## config.mk

```make
export PLATFORM = sky130hd
export DESIGN_NAME = spi_fifo_master
export DESIGN_NICKNAME = d
export VERILOG_FILES = /design/src/rtl/spi_bridge_pkg.sv /design/src/rtl/spi_sclk_gen.sv /design/src/rtl/spi_fifo_master.sv
export SDC_FILE = /design/constraint.sdc
export NUM_CORES = 1
export LEC_CHECK = 0
export ABC_CLOCK_PERIOD_IN_PS = 8000
export CAP_MARGIN = 10
export CORE_AREA = 4 4 103 105
export DETAILED_ROUTE_END_ITERATION = 12
export DIE_AREA = 0 0 107 109
export PLACE_DENSITY = 0.84
export SLEW_MARGIN = 20
export SYNTH_ARGS = -nofsm -noshare
export SYNTH_HDL_FRONTEND = slang
export SYNTH_HIERARCHICAL = 1
export SYNTH_SLANG_ARGS = --single-unit
```

## constraint.sdc

```tcl
create_clock -name HCLK -period 8 [get_ports HCLK]
set_clock_uncertainty 0.05 [all_clocks]
set_input_delay 1.2 -clock HCLK [delete_from_list [all_inputs] [get_ports HCLK]]
set_output_delay 1.2 -clock HCLK [all_outputs]
set_load 0.03 [all_outputs]
```

## src/rtl/spi_bridge_pkg.sv

```systemverilog
// Shared definitions for the AHB-to-SPI bridge: packet layout, widths and SPI-side FSM states.
package spi_bridge_pkg;

  localparam int PKT_W        = 41;
  localparam int DATA_W       = 32;
  localparam int ADDR_W       = 8;
  localparam int BIT_CNT_W    = 6;

  localparam int PKT_RW_BIT   = 40;
  localparam int PKT_ADDR_MSB = 39;
  localparam int PKT_ADDR_LSB = 32;
  localparam int PKT_DATA_MSB = 31;
  localparam int PKT_DATA_LSB = 0;

  typedef enum logic [2:0] {
    S_IDLE  = 3'd0,
    S_FETCH = 3'd1,
    S_LOAD  = 3'd2,
    S_SHIFT = 3'd3,
    S_PUSH  = 3'd4,
    S_GAP   = 3'd5
  } spi_state_e;

  // Plain-vector copies so a corrupted state register can still be decoded back to IDLE.
  localparam logic [2:0] ST_IDLE  = S_IDLE;
  localparam logic [2:0] ST_FETCH = S_FETCH;
  localparam logic [2:0] ST_LOAD  = S_LOAD;
  localparam logic [2:0] ST_SHIFT = S_SHIFT;
  localparam logic [2:0] ST_PUSH  = S_PUSH;
  localparam logic [2:0] ST_GAP   = S_GAP;

  function automatic logic pkt_is_write(input logic [PKT_W-1:0] pkt);
    return pkt[PKT_RW_BIT];
  endfunction

endpackage

```

## src/rtl/spi_sclk_gen.sv

```systemverilog
// SCLK generator: CLK_DIV HCLK cycles per half-period, with one-cycle strobes
// marking the cycle in which SCLK is about to rise or fall.
module spi_sclk_gen #(
  parameter int CLK_DIV = 4
) (
  input  logic HCLK,
  input  logic HRESET,
  input  logic clr,
  input  logic en,
  output logic rise_stb,
  output logic fall_stb,
  output logic sclk
);
  localparam int CNT_W = (CLK_DIV > 1) ? $clog2(CLK_DIV) : 1;
  localparam logic [CNT_W-1:0] CNT_MAX = CNT_W'(CLK_DIV - 1);

  logic [CNT_W-1:0] cnt_q, cnt_d;
  logic             sclk_q, sclk_d;
  logic             half_done;

  assign half_done = en && (cnt_q == CNT_MAX);
  assign rise_stb  = half_done && !sclk_q;
  assign fall_stb  = half_done && sclk_q;
  assign sclk      = sclk_q;

  always_comb begin
    cnt_d  = cnt_q;
    sclk_d = sclk_q;
    if (clr) begin
      cnt_d  = '0;
      sclk_d = 1'b0;
    end else if (half_done) begin
      cnt_d  = '0;
      sclk_d = !sclk_q;
    end else if (en) begin
      cnt_d = cnt_q + 1'b1;
    end
  end

  always_ff @(posedge HCLK or posedge HRESET) begin
    if (HRESET) begin
      cnt_q  <= '0;
      sclk_q <= 1'b0;
    end else begin
      cnt_q  <= cnt_d;
      sclk_q <= sclk_d;
    end
  end

endmodule

```

## src/rtl/spi_fifo_master.sv

```systemverilog
// SPI-side end of the AHB-to-SPI bridge: pops command packets from TxFIFO, runs one
// mode-0 frame per packet and pushes the read data of read frames into RxFIFO.
module spi_fifo_master
  import spi_bridge_pkg::*;
#(
  parameter int CLK_DIV = 4,
  parameter int CS_GAP  = 2
) (
  input  logic              HCLK,
  input  logic              HRESET,
  input  logic [PKT_W-1:0]  DATA_from_TxFIFO,
  input  logic              TxFIFO_empty,
  output logic              TxFIFO_rd_en,
  output logic [DATA_W-1:0] DATA_to_RxFIFO,
  output logic              RxFIFO_wr_en,
  input  logic              RxFIFO_full,
  output logic              SCLK,
  output logic              MOSI,
  input  logic              MISO,
  output logic              SS_N,
  output logic              busy
);
  localparam int GAP_W = (CS_GAP > 1) ? $clog2(CS_GAP) : 1;
  localparam logic [GAP_W-1:0] GAP_LAST = GAP_W'(CS_GAP - 1);

  logic [2:0]           state_q, state_d;
  logic [PKT_W-1:0]     tx_sr_q, tx_sr_d;
  logic [DATA_W-1:0]    rx_sr_q, rx_sr_d;
  logic [DATA_W-1:0]    rx_data_q, rx_data_d;
  logic [BIT_CNT_W-1:0] bit_cnt_q, bit_cnt_d;
  logic [GAP_W-1:0]     gap_cnt_q, gap_cnt_d;
  logic                 rw_q, rw_d;
  logic                 ss_n_q, ss_n_d;
  logic                 rd_en_q, rd_en_d;
  logic                 wr_en_q, wr_en_d;
  logic                 rise_stb, fall_stb;

  spi_sclk_gen #(.CLK_DIV(CLK_DIV)) u_sclk_gen (
    .HCLK     (HCLK),
    .HRESET   (HRESET),
    .clr      (state_q == ST_LOAD),
    .en       (state_q == ST_SHIFT),
    .rise_stb (rise_stb),
    .fall_stb (fall_stb),
    .sclk     (SCLK)
  );

  // MOSI is the top of the shift register, so clearing the register idles the line low.
  assign MOSI           = tx_sr_q[PKT_W-1];
  assign SS_N           = ss_n_q;
  assign TxFIFO_rd_en   = rd_en_q;
  assign RxFIFO_wr_en   = wr_en_q;
  assign DATA_to_RxFIFO = rx_data_q;
  assign busy           = (state_q != ST_IDLE);

  always_comb begin
    state_d   = state_q;
    tx_sr_d   = tx_sr_q;
    rx_sr_d   = rx_sr_q;
    rx_data_d = rx_data_q;
    bit_cnt_d = bit_cnt_q;
    gap_cnt_d = gap_cnt_q;
    rw_d      = rw_q;
    ss_n_d    = ss_n_q;
    rd_en_d   = 1'b0;
    wr_en_d   = 1'b0;
    case (state_q)
      ST_IDLE: begin
        if (!TxFIFO_empty) begin
          rd_en_d = 1'b1;
          state_d = ST_FETCH;
        end
      end
      ST_FETCH: state_d = ST_LOAD;
      ST_LOAD: begin
        tx_sr_d   = DATA_from_TxFIFO;
        rw_d      = pkt_is_write(DATA_from_TxFIFO);
        rx_sr_d   = '0;
        bit_cnt_d = BIT_CNT_W'(PKT_W);
        ss_n_d    = 1'b0;
        state_d   = ST_SHIFT;
      end
      ST_SHIFT: begin
        // Only the last DATA_W bits carry slave read data; address-phase MISO is dropped.
        if (rise_stb && (bit_cnt_q <= BIT_CNT_W'(DATA_W))) begin
          rx_sr_d = {rx_sr_q[DATA_W-2:0], MISO};
        end
        if (fall_stb) begin
          bit_cnt_d = bit_cnt_q - 1'b1;
          if (bit_cnt_d != '0) begin
            tx_sr_d = {tx_sr_q[PKT_W-2:0], 1'b0};
          end else begin
            tx_sr_d   = '0;
            ss_n_d    = 1'b1;
            gap_cnt_d = '0;
            state_d   = rw_q ? ST_GAP : ST_PUSH;
          end
        end
      end
      ST_PUSH: begin
        if (!RxFIFO_full) begin
          rx_data_d = rx_sr_q;
          wr_en_d   = 1'b1;
          gap_cnt_d = '0;
          state_d   = ST_GAP;
        end
      end
      ST_GAP: begin
        if (gap_cnt_q == GAP_LAST) begin
          state_d = ST_IDLE;
        end else begin
          gap_cnt_d = gap_cnt_q + 1'b1;
        end
      end
      default: state_d = ST_IDLE;
    endcase
  end

  always_ff @(posedge HCLK or posedge HRESET) begin
    if (HRESET) begin
      state_q   <= ST_IDLE;
      tx_sr_q   <= '0;
      rx_sr_q   <= '0;
      rx_data_q <= '0;
      bit_cnt_q <= '0;
      gap_cnt_q <= '0;
      rw_q      <= 1'b0;
      ss_n_q    <= 1'b1;
      rd_en_q   <= 1'b0;
      wr_en_q   <= 1'b0;
    end else begin
      state_q   <= state_d;
      tx_sr_q   <= tx_sr_d;
      rx_sr_q   <= rx_sr_d;
      rx_data_q <= rx_data_d;
      bit_cnt_q <= bit_cnt_d;
      gap_cnt_q <= gap_cnt_d;
      rw_q      <= rw_d;
      ss_n_q    <= ss_n_d;
      rd_en_q   <= rd_en_d;
      wr_en_q   <= wr_en_d;
    end
  end

endmodule

```

=== Yosys cells after proc, flatten, opt, wreduce, memory -nomap -nowiden ===
Index checks and enable logic that the tools add are counted.

* Bits in registers: 122
* Input bits: 46

* Add/subtract/negate cells: 3
* Magnitude comparators: 1
* Equal/unequal tests: 12
* Mux-type cells: 31
* Bitwise logic cells: 1
* Reductions and logical operators: 18

{| class="wikitable"
|+ Operator list
! kind !! count
|-
| $mux 41 || 2
|-
| $pmux 41 s2 || 1
|-
| $pmux 32 s2 || 1
|-
| $mux 32 || 1
|-
| $pmux 3 s6 || 1
|-
| $mux 3 || 5
|-
| $mux 1 || 13
|-
| $ne 2x2->1 const B || 6
|-
| $pmux 6 s2 || 1
|-
| $reduce_bool 3->1 || 3
|-
| $eq 3x2->1 const B || 2
|-
| $eq 3x3->1 const B || 2
|-
| $le 6x6->1 const B || 1
|-
| $mux 2 || 3
|-
| $mux 6 || 1
|-
| $reduce_and 2->1 || 3
|-
| $reduce_bool 6->1 || 1
|-
| $sub 6x1->6 const B || 1
|-
| $reduce_and 5->1 || 1
|-
| $logic_and 1x1->1 || 4
|-
| $reduce_and 4->1 || 1
|-
| $reduce_bool 2->1 || 2
|-
| $eq 3x1->1 const B || 1
|-
| $logic_not 3->1 || 1
|-
| 8 further kinds || 8
|}

=== Depth between registers and ports, before layout ===
* Depth in word-level cells: 6
* Mapped depth: 11
* Mapped depth without buffers: 6

=== Modules after synthesis ===
The synthesis kept the hierarchy.

{| class="wikitable"
|+ By module, submodules not included
! module !! times used !! cells each !! area an instance (µm²) !! seq. area each (µm²)
|-
| spi_fifo_master || 1 || 519 || 5371.4 || 2979.1
|-
| spi_sclk_gen || 1 || 17 || 168.9 || 75.1
|}

=== Worst setup path after synthesis ===
OpenSTA, ideal clock, no wires.

* Path kind: register to output
* Start: reg state_q[0]
* End: out busy
* Arrival time: 1.110 ns
* Required time: 6.750 ns
* Path slack: 5.640 ns
* Stages on the path, launching flop included: 3
* Path through: dfrtp_1 -> buf_2 -> or3_1

* Longest elaborated chain between the ends: 1

{| class="wikitable"
|+ RTL lines
! element !! line !! RTL
|-
| from (decl) || spi_fifo_master.sv:26 || <nowiki>logic [2:0] state_q, state_d;</nowiki>
|-
| from (signal assigned) || spi_fifo_master.sv:132 || <nowiki>state_q <= state_d;</nowiki>
|-
| $reduce_bool 3->1 || spi_fifo_master.sv:54 || <nowiki>assign busy = (state_q != ST_IDLE);</nowiki>
|-
| to (decl) || spi_fifo_master.sv:21 || <nowiki>output logic busy</nowiki>
|}

Every way passes these cells.

=== Worst setup path in the final report ===
Ends and elaborated chain as after synthesis.

==> reports/results.txt <==
The die covers 11700 um^2. The logs give 2170 um^2 for the area occupied by multi-input gates and 3050 um^2 for the flip-flop and latch area. The final setup TNS was 0 ns.

The tools report the beginning of the worst register-to-register path as state_q[0]$_DFFE_PP0P_. The tools report the critical path endpoint category as an output port. The tools report the initial detailed-routing violation count as 288.

The critical path ends at busy. At the worst endpoint, the arrival time is 2.54 ns. In this run the number of cells on the critical path is 3. The largest fanout on the critical path was 26; the number of buffers created by CTS was 17. The sequential fraction of the synthesis area was 0.551. The signal on the critical path passes through buf_4 -> or3_1 -> clkdlybuf4s50_1. TritonCTS built the clock tree. The placeable core region is 9640 um^2, and the number of ports placed on the die boundary is 84.

The number of endpoints failing setup at the final stage is 0, and the async set or reset register ratio after synthesis is 1.00. For the synthesized area, the log shows 5540 um^2. The routed wire length per instance was 16.2 um. The final number of hold-violating endpoints is 0.

The effective utilization at floorplan was 0.575; the signed area change from the synthesized netlist to the final layout was 24.7%. Entering global routing, the biggest net connects 77 pins. The share of the core filled with cells was 0.717; the maximum achievable frequency was 0.264 GHz.

The logs give 0.246 for the tightest slew margin relative to the limit and 0.00301 uW for the leakage power. The endpoint identified for the worst register-to-register timing path is rx_sr_q[13]$_DFFE_PP0P_. The synthesized area per cell works out to 10.3 um^2.

The tools report the total length of routed wires as 12.1 mm. The run gives 6 as the detailed-router iteration count before antenna repair. Slack of the worst reg-to-reg path: 4.49 ns. The worst setup path is of the flop to output port kind.

By count the netlist is led by sky130_fd_sc_hd__dfrtp_1, sky130_fd_sc_hd__o21ai_0, sky130_fd_sc_hd__nand2_1. The flow ran to the end, and the final reports show no timing, DRC or antenna violations. Clock-pin slew was measured on the worst setup and hold paths at 0.06 ns.

VDD sags by at most 0.136 mV. For this design, the sink count on the clock tree is 122. The number of buffers and inverters on the critical path is 2. The slowest stage of the critical path is the sky130_fd_sc_hd__dfrtp_1 cell. The tool flagged a number of max-cap violations equal to 0. The number of inserted filler cells in the final layout came out at 701.

The fraction of post-synthesis cell area in the top cell type by area is 0.547, and the antenna diode count is 0. The via count of the first global-routing pass was 4113; the quantity of gates resized following cts was 0. Most common flop cell mapped by yosys: sky130_fd_sc_hd__dfrtp_1. Summed over all nets, the half-perimeter wirelength after detailed placement is 7.51 mm.

Yosys printed 6 warnings. Buffers placed on the I/O ports in this run total 83. After layout, the minimum clock period comes to 3.79 ns.

The H-tree was split into 4 levels. The net count after synthesis was 586. The floorplan has 36 rows. Setup repair after global routing left no endpoint under its margin.

Once the clock tree was built, the setup fixing pass inserted 0 buffers. The global router's overall resource usage was 0.217; the die outline width was 107 um. Yosys attributes the largest share of cell area to sky130_fd_sc_hd__dfrtp_1, sky130_fd_sc_hd__o21ai_0, sky130_fd_sc_hd__mux2_2, sky130_fd_sc_hd__o211ai_1, sky130_fd_sc_hd__nand2_1. After technology mapping, the gate count stands at 536. The first global-routing pass estimated 20.1 mm of wire.

In the final design database the tool counted 650 nets. The via count normalized by instance count is 5.84, and the number of remaining DRC errors is 0. The most critical setup path has its startpoint at state_q[0]$_DFFE_PP0P_. The number of max-slew violations in the final report was 0; the cell depth of the worst flop-to-flop path was 9. The floorplan die height works out to 109 um.

The total power density per cell area came out at 208 nW/um^2. After global routing the overflow that remains totals 0. STA classifies the critical path startpoint as a flop. The run gives 0 as the initial antenna violation count. The tools report the buffer levels on the longest clock path as 2. The detail route stage leaves a number of antenna-violating nets equal to 0.

The congestion estimate from routability-driven global placement came to 0.779. The synthesized design contains 0 enable-type register cells. The final cycle utilization of the critical path is 0.474. The register bit count reported by yosys came out at 122.

The worst hold path belongs to the class flop to flop. The worst endpoint required time is 6.75 ns, and the fraction of layout instances using a drive strength above 1 is 0.131. Worst-skew pair later-pin latency: 0.51 ns. The slew of the pin with the lowest slew margin works out to 1.13 ns. The total of hold buffers inserted after clock tree synthesis was 0; the via count was 4353.

On the critical path the largest part of the delay comes from buffers and inverters. The dominant cell type by area after synthesis was sky130_fd_sc_hd__dfrtp_1. In this design, the stage delay of the slowest critical-path cell is 0.78 ns. The most common cell in the synthesized netlist is sky130_fd_sc_hd__dfrtp_1.

Clock tree synthesis selected as its root buffer the cell sky130_fd_sc_hd__clkbuf_8. The post-synthesis cell type count is 48.
worst min path at each step:
stage | to | from | cells past startpoint
3_3_place_gp | rw_q$_DFFE_PP0P_ | rw_q$_DFFE_PP0P_ | 2
4_1_cts | rw_q$_DFFE_PP0P_ | rw_q$_DFFE_PP0P_ | 2
3_5_place_dp | rw_q$_DFFE_PP0P_ | rw_q$_DFFE_PP0P_ | 2
2_1_floorplan | rw_q$_DFFE_PP0P_ | rw_q$_DFFE_PP0P_ | 2
5_1_grt | rw_q$_DFFE_PP0P_ | rw_q$_DFFE_PP0P_ | 2
6_report | rw_q$_DFFE_PP0P_ | rw_q$_DFFE_PP0P_ | 2
tightest hold or removal path, stage by stage, from the launching register on:
cell and delay (ns):
sky130_fd_sc_hd__dfrtp_1 0.35, sky130_fd_sc_hd__nand2_1 0.05, sky130_fd_sc_hd__nand2_1 0.06
cell usage in the layout, fill, tap and decap left out, drive strengths merged, types with 2 or more instances in the layout:
master	instances
nor3	5
bufinv	2
a31oi	38
nand3	2
ha	4
o22ai	2
nor4b	2
a22oi	2
clkinvlp	2
clkdlybuf4s50	83
nor2b	5
nand2	74
a21oi	4
o21ai	80
buf	8
dfrtp	121
mux2	33
clkbuf	17
o211ai	39
nand2b	4
nor2	45
inv	19
registers in the layout, indices dropped and copies added (netlist names):
| register | flops |
|---|---|
| u_sclk_gen/sclk | 1 |
| gap_cnt_q | 1 |
| RxFIFO_wr_en | 1 |
| TxFIFO_rd_en | 1 |
| u_sclk_gen/cnt_q | 2 |
| SS_N | 1 |
| state_q | 3 |
| rw_q | 1 |
| rx_sr_q | 32 |
| bit_cnt_q | 6 |
| DATA_to_RxFIFO | 32 |
| tx_sr_q | 41 |
stage by stage:
step / power [uW] / hold slack (ns) / instance area (um^2) / setup WS, ns / cells
floorplan: 662 / 0.396 / 5540 / 3.59 / 536
global placement: 692 / 0.420 / 6320 / 4.73 / 714
detailed placement: 693 / 0.423 / 6320 / 4.61 / 714
CTS: 1450 / 0.435 / 6910 / 4.22 / 746
global route: 1480 / 0.463 / 6910 / 4.08 / 746
finish: 1440 / 0.439 / 6910 / 4.21 / 746
routing by layer:
metal,share of wire,up-vias,global-route usage,wire length (um)
li1,-,2039,-,-
met1,0.43,2140,0.299,5230
met2,0.50,155,0.348,6030
met3,0.056,19,0.0497,680
met4,0.013,0,0.0667,163
met5,0,-,0,0
where the power goes:
| part | total [uW] | internal, uW | switching [uW] |
|---|---|---|---|
| clock network | 759 | 455 | 304 |
| registers | 632 | 627 | 5.51 |
| logic | 48.8 | 27.5 | 21.3 |
| total | 1440 | 1110 | 331 |
logic make-up after synthesis:
group           count (synthesis)  share of synthesized area
compound gates                174                      0.191
simple gates                  145                      0.116
flops                         122                      0.551
buf+inv                        55                     0.0571
mux                            34                     0.0689
fa+ha+maj                       4                    0.00903
xor+xnor                        2                    0.00655
final cells by class:
class / count / area share
Tap cell: 133 / 0.0241
Sequential cell: 122 / 0.442
Inverter: 9 / 0.00525
Clock buffer: 17 / 0.0599
Timing Repair Buffer: 91 / 0.129
Clock inverter: 15 / 0.0254
Multi-Input combinational cell: 359 / 0.314
No activity file was read; power rests on OpenSTA's default activity.
==> RTL change 1, RTL diff (same settings) <==
Set the package constant `BIT_CNT_W` to 8 (it was 6).
--- a/src/rtl/spi_bridge_pkg.sv
+++ b/src/rtl/spi_bridge_pkg.sv
@@ -6,3 +6,3 @@
   localparam int ADDR_W       = 8;
-  localparam int BIT_CNT_W    = 6;
+  localparam int BIT_CNT_W    = 8;
 
Formal check against the unedited RTL: same outputs for any inputs over 10 cycles, from zero or initial values and one cycle with HRESET high; that may be too few to reach the edited logic, so the function may still have changed.
==> RTL change 1 against the unedited design <==
Global-route usage increased by 5.0 points. Sequential cell count increased by 2. Highest routed layer unchanged. Die area unchanged. Critical endpoint is now tx_sr_q[40]. Via count increased by 12%. Count of clock-buffer cells in the layout increased by 8. Core utilization increased by 9.1 points. Synthesized area increased by 14%. Wire length increased by 18%. Worst setup slack got worse by 570 ps. Design area increased by 13%.
Power is not compared: it rests on default switching activity, and its combinational part moved more than twofold at a synthesized area within 25%.
==> RTL change 1: results <==
export IMPL_status="finished, final reports clean"
export IMPL_p_leak_nw=3.53
export IMPL_rrSetupSlack_ps=3640
export IMPL_drv_slew=0
export IMPL_critPathSlowestCell="inv_1"
export IMPL_clockBufferDepth=2
export IMPL_ys_flop_type="dfrtp_1"
export IMPL_critPathMaxFanout=29
export IMPL_place_ws_ps=3720
export IMPL_clk_pin_slew_ps=60
export IMPL_cts_buffers=17
export IMPL_signal_buffers=93
export IMPL_arrival_ps=4720
export IMPL_clock_area_share_pct=7.34
export IMPL_multi_input_area_um2=2940
export IMPL_min_period_over_period_pct=54.5
export IMPL_sh_seq_area_pct=39.9
export IMPL_synth_area_top_cells="dfrtp_1 (49%), a211oi_1 (9.4%), mux2_2 (6.4%), a21boi_0 (4.6%), and2_1 (4.0%)"
export IMPL_grt_pass1_wl_um=24300
export IMPL_postCtsSetupBuffers=0
export IMPL_multi_input_comb_cells=391
export IMPL_ys_top_cells_by_count="dfrtp_1 (123), a211oi_1 (79), a21oi_1 (49)"
export IMPL_diodes=0
export IMPL_synth_cell_type_count=50
export IMPL_grt_util_all_layers_pct=26.7
export IMPL_drive_gt1_share_pct=16.0
export IMPL_wl_per_cell_um=18.0
export IMPL_slew_headroom_pct=36.9
export IMPL_buffer_area_share_pct=11.8
export IMPL_grt_max_degree=72
export IMPL_hpwl_um=8710
export IMPL_drtPass1Iterations=5
export IMPL_crit_path_end="tx_sr_q[40]"
export IMPL_syn_nets=634
export IMPL_ys_seq_area_share_pct=49.2
export IMPL_synth_edf_count=0
export IMPL_num_clock_buffers=25
export IMPL_nFillCells=605
export IMPL_clock_latency_ps=550
export IMPL_inverters=23
export IMPL_place_congestion=0.867
export IMPL_largest_register_ffs=41
export IMPL_ys_seq_elements=124
export IMPL_htree_levels=4
export IMPL_drt_iter0_drc=284
export IMPL_drt_vias_per_instance=6.14
export IMPL_grt_pass1_vias=4937
export IMPL_crit_family="simple AND/OR/NAND/NOR gates"
export IMPL_max_stage_delay_ps=960
export IMPL_fin_nets=700
export IMPL_rr_worst_depth=8
-- RTL change 1: kinds of logic (layout without fill, tap and decap cells) --
group,after synthesis,in the layout,synth area share [%]
flip-flops,124,124,49.2
adder cells (fa/ha/maj),4,4,0.794
AND/OR/NAND/NOR,121,121,10.7
buffers and inverters,69,147,4.62
multiplexers,68,68,12.6
AO/OA/AOI/OAI,198,198,22.0
-- RTL change 1: how the worst min path moves through the flow --
| stage | startpoint | slack, ps | depth (start not counted) | to |
|---|---|---|---|---|
| finish | DATA_to_RxFIFO[20] | 450 | 1 | DATA_to_RxFIFO[20] |
| global route | DATA_to_RxFIFO[22] | 470 | 1 | DATA_to_RxFIFO[22] |
| CTS | DATA_to_RxFIFO[22] | 460 | 1 | DATA_to_RxFIFO[22] |
| detailed placement | DATA_to_RxFIFO[22] | 450 | 1 | DATA_to_RxFIFO[22] |
| global placement | rx_sr_q[31] | 440 | 1 | rx_sr_q[31] |
| floorplan | rx_sr_q[31] | 420 | 1 | rx_sr_q[31] |
-- RTL change 1: report_power, final --
part / total [mW] / internal (mW) / switching [mW]
combinational: 0.736 / 0.308 / 0.428
clock: 0.735 / 0.466 / 0.269
sequential: 0.889 / 0.769 / 0.120
total: 2.36 / 1.54 / 0.817
-- RTL change 1: layer usage --
metal / wire length [um] / vias up / part of all wire [%] / global-route usage, %
met4: 354 / 0 / 2.5 / 12.1
met5: 0 / - / 0 / 0
li1: - / 2254 / - / -
met2: 7150 / 168 / 50 / 42.9
met3: 790 / 36 / 5.5 / 7.52
met1: 6040 / 2420 / 42 / 33.9
-- RTL change 1: metrics by stage --
step	cell area, um^2	instances
after global placement	7190	763
after floorplan	6310	584
after CTS	7770	794
after global routing	7790	795
final	7790	795
after detailed placement	7190	763
==> RTL change 2, RTL diff (same settings) <==
Without the edit above. Reset style: synchronous (`HRESET`), changed in 2 clocked blocks.
--- a/src/rtl/spi_sclk_gen.sv
+++ b/src/rtl/spi_sclk_gen.sv
@@ -39,3 +39,3 @@
 
-  always_ff @(posedge HCLK or posedge HRESET) begin
+  always_ff @(posedge HCLK) begin
     if (HRESET) begin
--- a/src/rtl/spi_fifo_master.sv
+++ b/src/rtl/spi_fifo_master.sv
@@ -118,3 +118,3 @@
 
-  always_ff @(posedge HCLK or posedge HRESET) begin
+  always_ff @(posedge HCLK) begin
     if (HRESET) begin
Function: differs if HRESET is asserted again (counterexample within 4 cycles, from zero or initial values and one cycle with HRESET high); with HRESET held inactive, the same outputs for 10 cycles.
==> RTL change 2 against the unedited design <==
Worst setup slack lost 140 ps. First-iteration DRC count increased by 12%. Fmax decreased by 3.5%. Design area rose by 3.9%. Synthesized cell count grew 27%. Critical path depth grew 6. Wire length rose by 15%. Sequential cell count unchanged. Synthesized area is 6.0% higher.
Power is not compared: it rests on default switching activity, and its combinational part moved more than twofold at a synthesized area within 25%.
==> RTL change 2: results <==
export IMPL_buffer_area_share_pct=12.6
export IMPL_synth_cell_type_count=56
export IMPL_grt_pass1_vias=4923
export IMPL_syn_nets=733
export IMPL_arrival_ps=4300
export IMPL_grt_max_degree=87
export IMPL_status="finished, final reports clean"
export IMPL_clock_area_share_pct=7.76
export IMPL_grt_pass1_wl_um=23300
export IMPL_slew_headroom_pct=47.0
export IMPL_place_congestion=0.780
export IMPL_max_stage_delay_ps=660
export IMPL_met1_usage_pct=30.2
export IMPL_wl_met1_um=6000
export IMPL_multi_input_comb_cells=481
export IMPL_critPathMaxFanout=49
export IMPL_ys_top_cells_by_count="nand2_1 (135), dfxtp_1 (122), clkbuf_1 (49)"
export IMPL_drive_gt1_share_pct=13.7
export IMPL_multi_input_area_um2=3080
export IMPL_vias=5186
export IMPL_setup_worst_path_start="state_q[1]"
export IMPL_async_reset_ff_share_pct=0
export IMPL_ys_seq_area_share_pct=41.6
export IMPL_wl_met2_um=6980
export IMPL_wl_per_cell_um=16.0
export IMPL_fin_nets=774
export IMPL_drtPass1Iterations=5
export IMPL_synth_compound_area_share_pct=24.6
export IMPL_sh_seq_area_pct=34.0
export IMPL_hpwl_um=8500
export IMPL_place_ws_ps=4250
export IMPL_avgSynthCellArea_um2=8.60
export IMPL_critPathSlowestCell="and2_2"
export IMPL_grt_util_all_layers_pct=24.5
export IMPL_muxShareOfSynthArea_pct=5.64
export IMPL_hp_start="DATA_to_RxFIFO[2]"
export IMPL_synth_area_top_cells="dfxtp_1 (42%), nand2_1 (8.6%), o2111ai_1 (6.0%), o21ai_2 (6.0%), mux2i_1 (5.5%)"
export IMPL_met3_usage_pct=6.45
RTL change 2: cell count changes after synthesis, moves of 34 or more:
cell and change:
a31oi_1 -37, o21ai_2 +40, nor2_1 -36, nand2_1 +62, nand3_1 +39, o2111ai_1 +40, dfxtp_1 +122, o21ai_0 -68
a21oi_1 +37, nand2b_1 +40, clkbuf_1 +34, dfrtp_1 -121
RTL change 2: through the flow:
stage          power [mW]  utilization, %  cell area, um^2
6_report             1.56            74.5             7180
5_1_grt              1.62            74.5             7180
4_1_cts              1.56            74.4             7170
3_5_place_dp        0.851            68.7             6620
3_3_place_gp        0.842            68.7             6620
2_1_floorplan       0.800               -             5870
RTL change 2: final timing paths:
kind / to / slack, ps / cells after the start
worst max-delay path: bit_cnt_q[3] / 4070 / 9
worst min-delay path: DATA_to_RxFIFO[2] / 400 / 2
worst max register to register: bit_cnt_q[3] / 4070 / 9
worst min register to register: DATA_to_RxFIFO[2] / 400 / 2
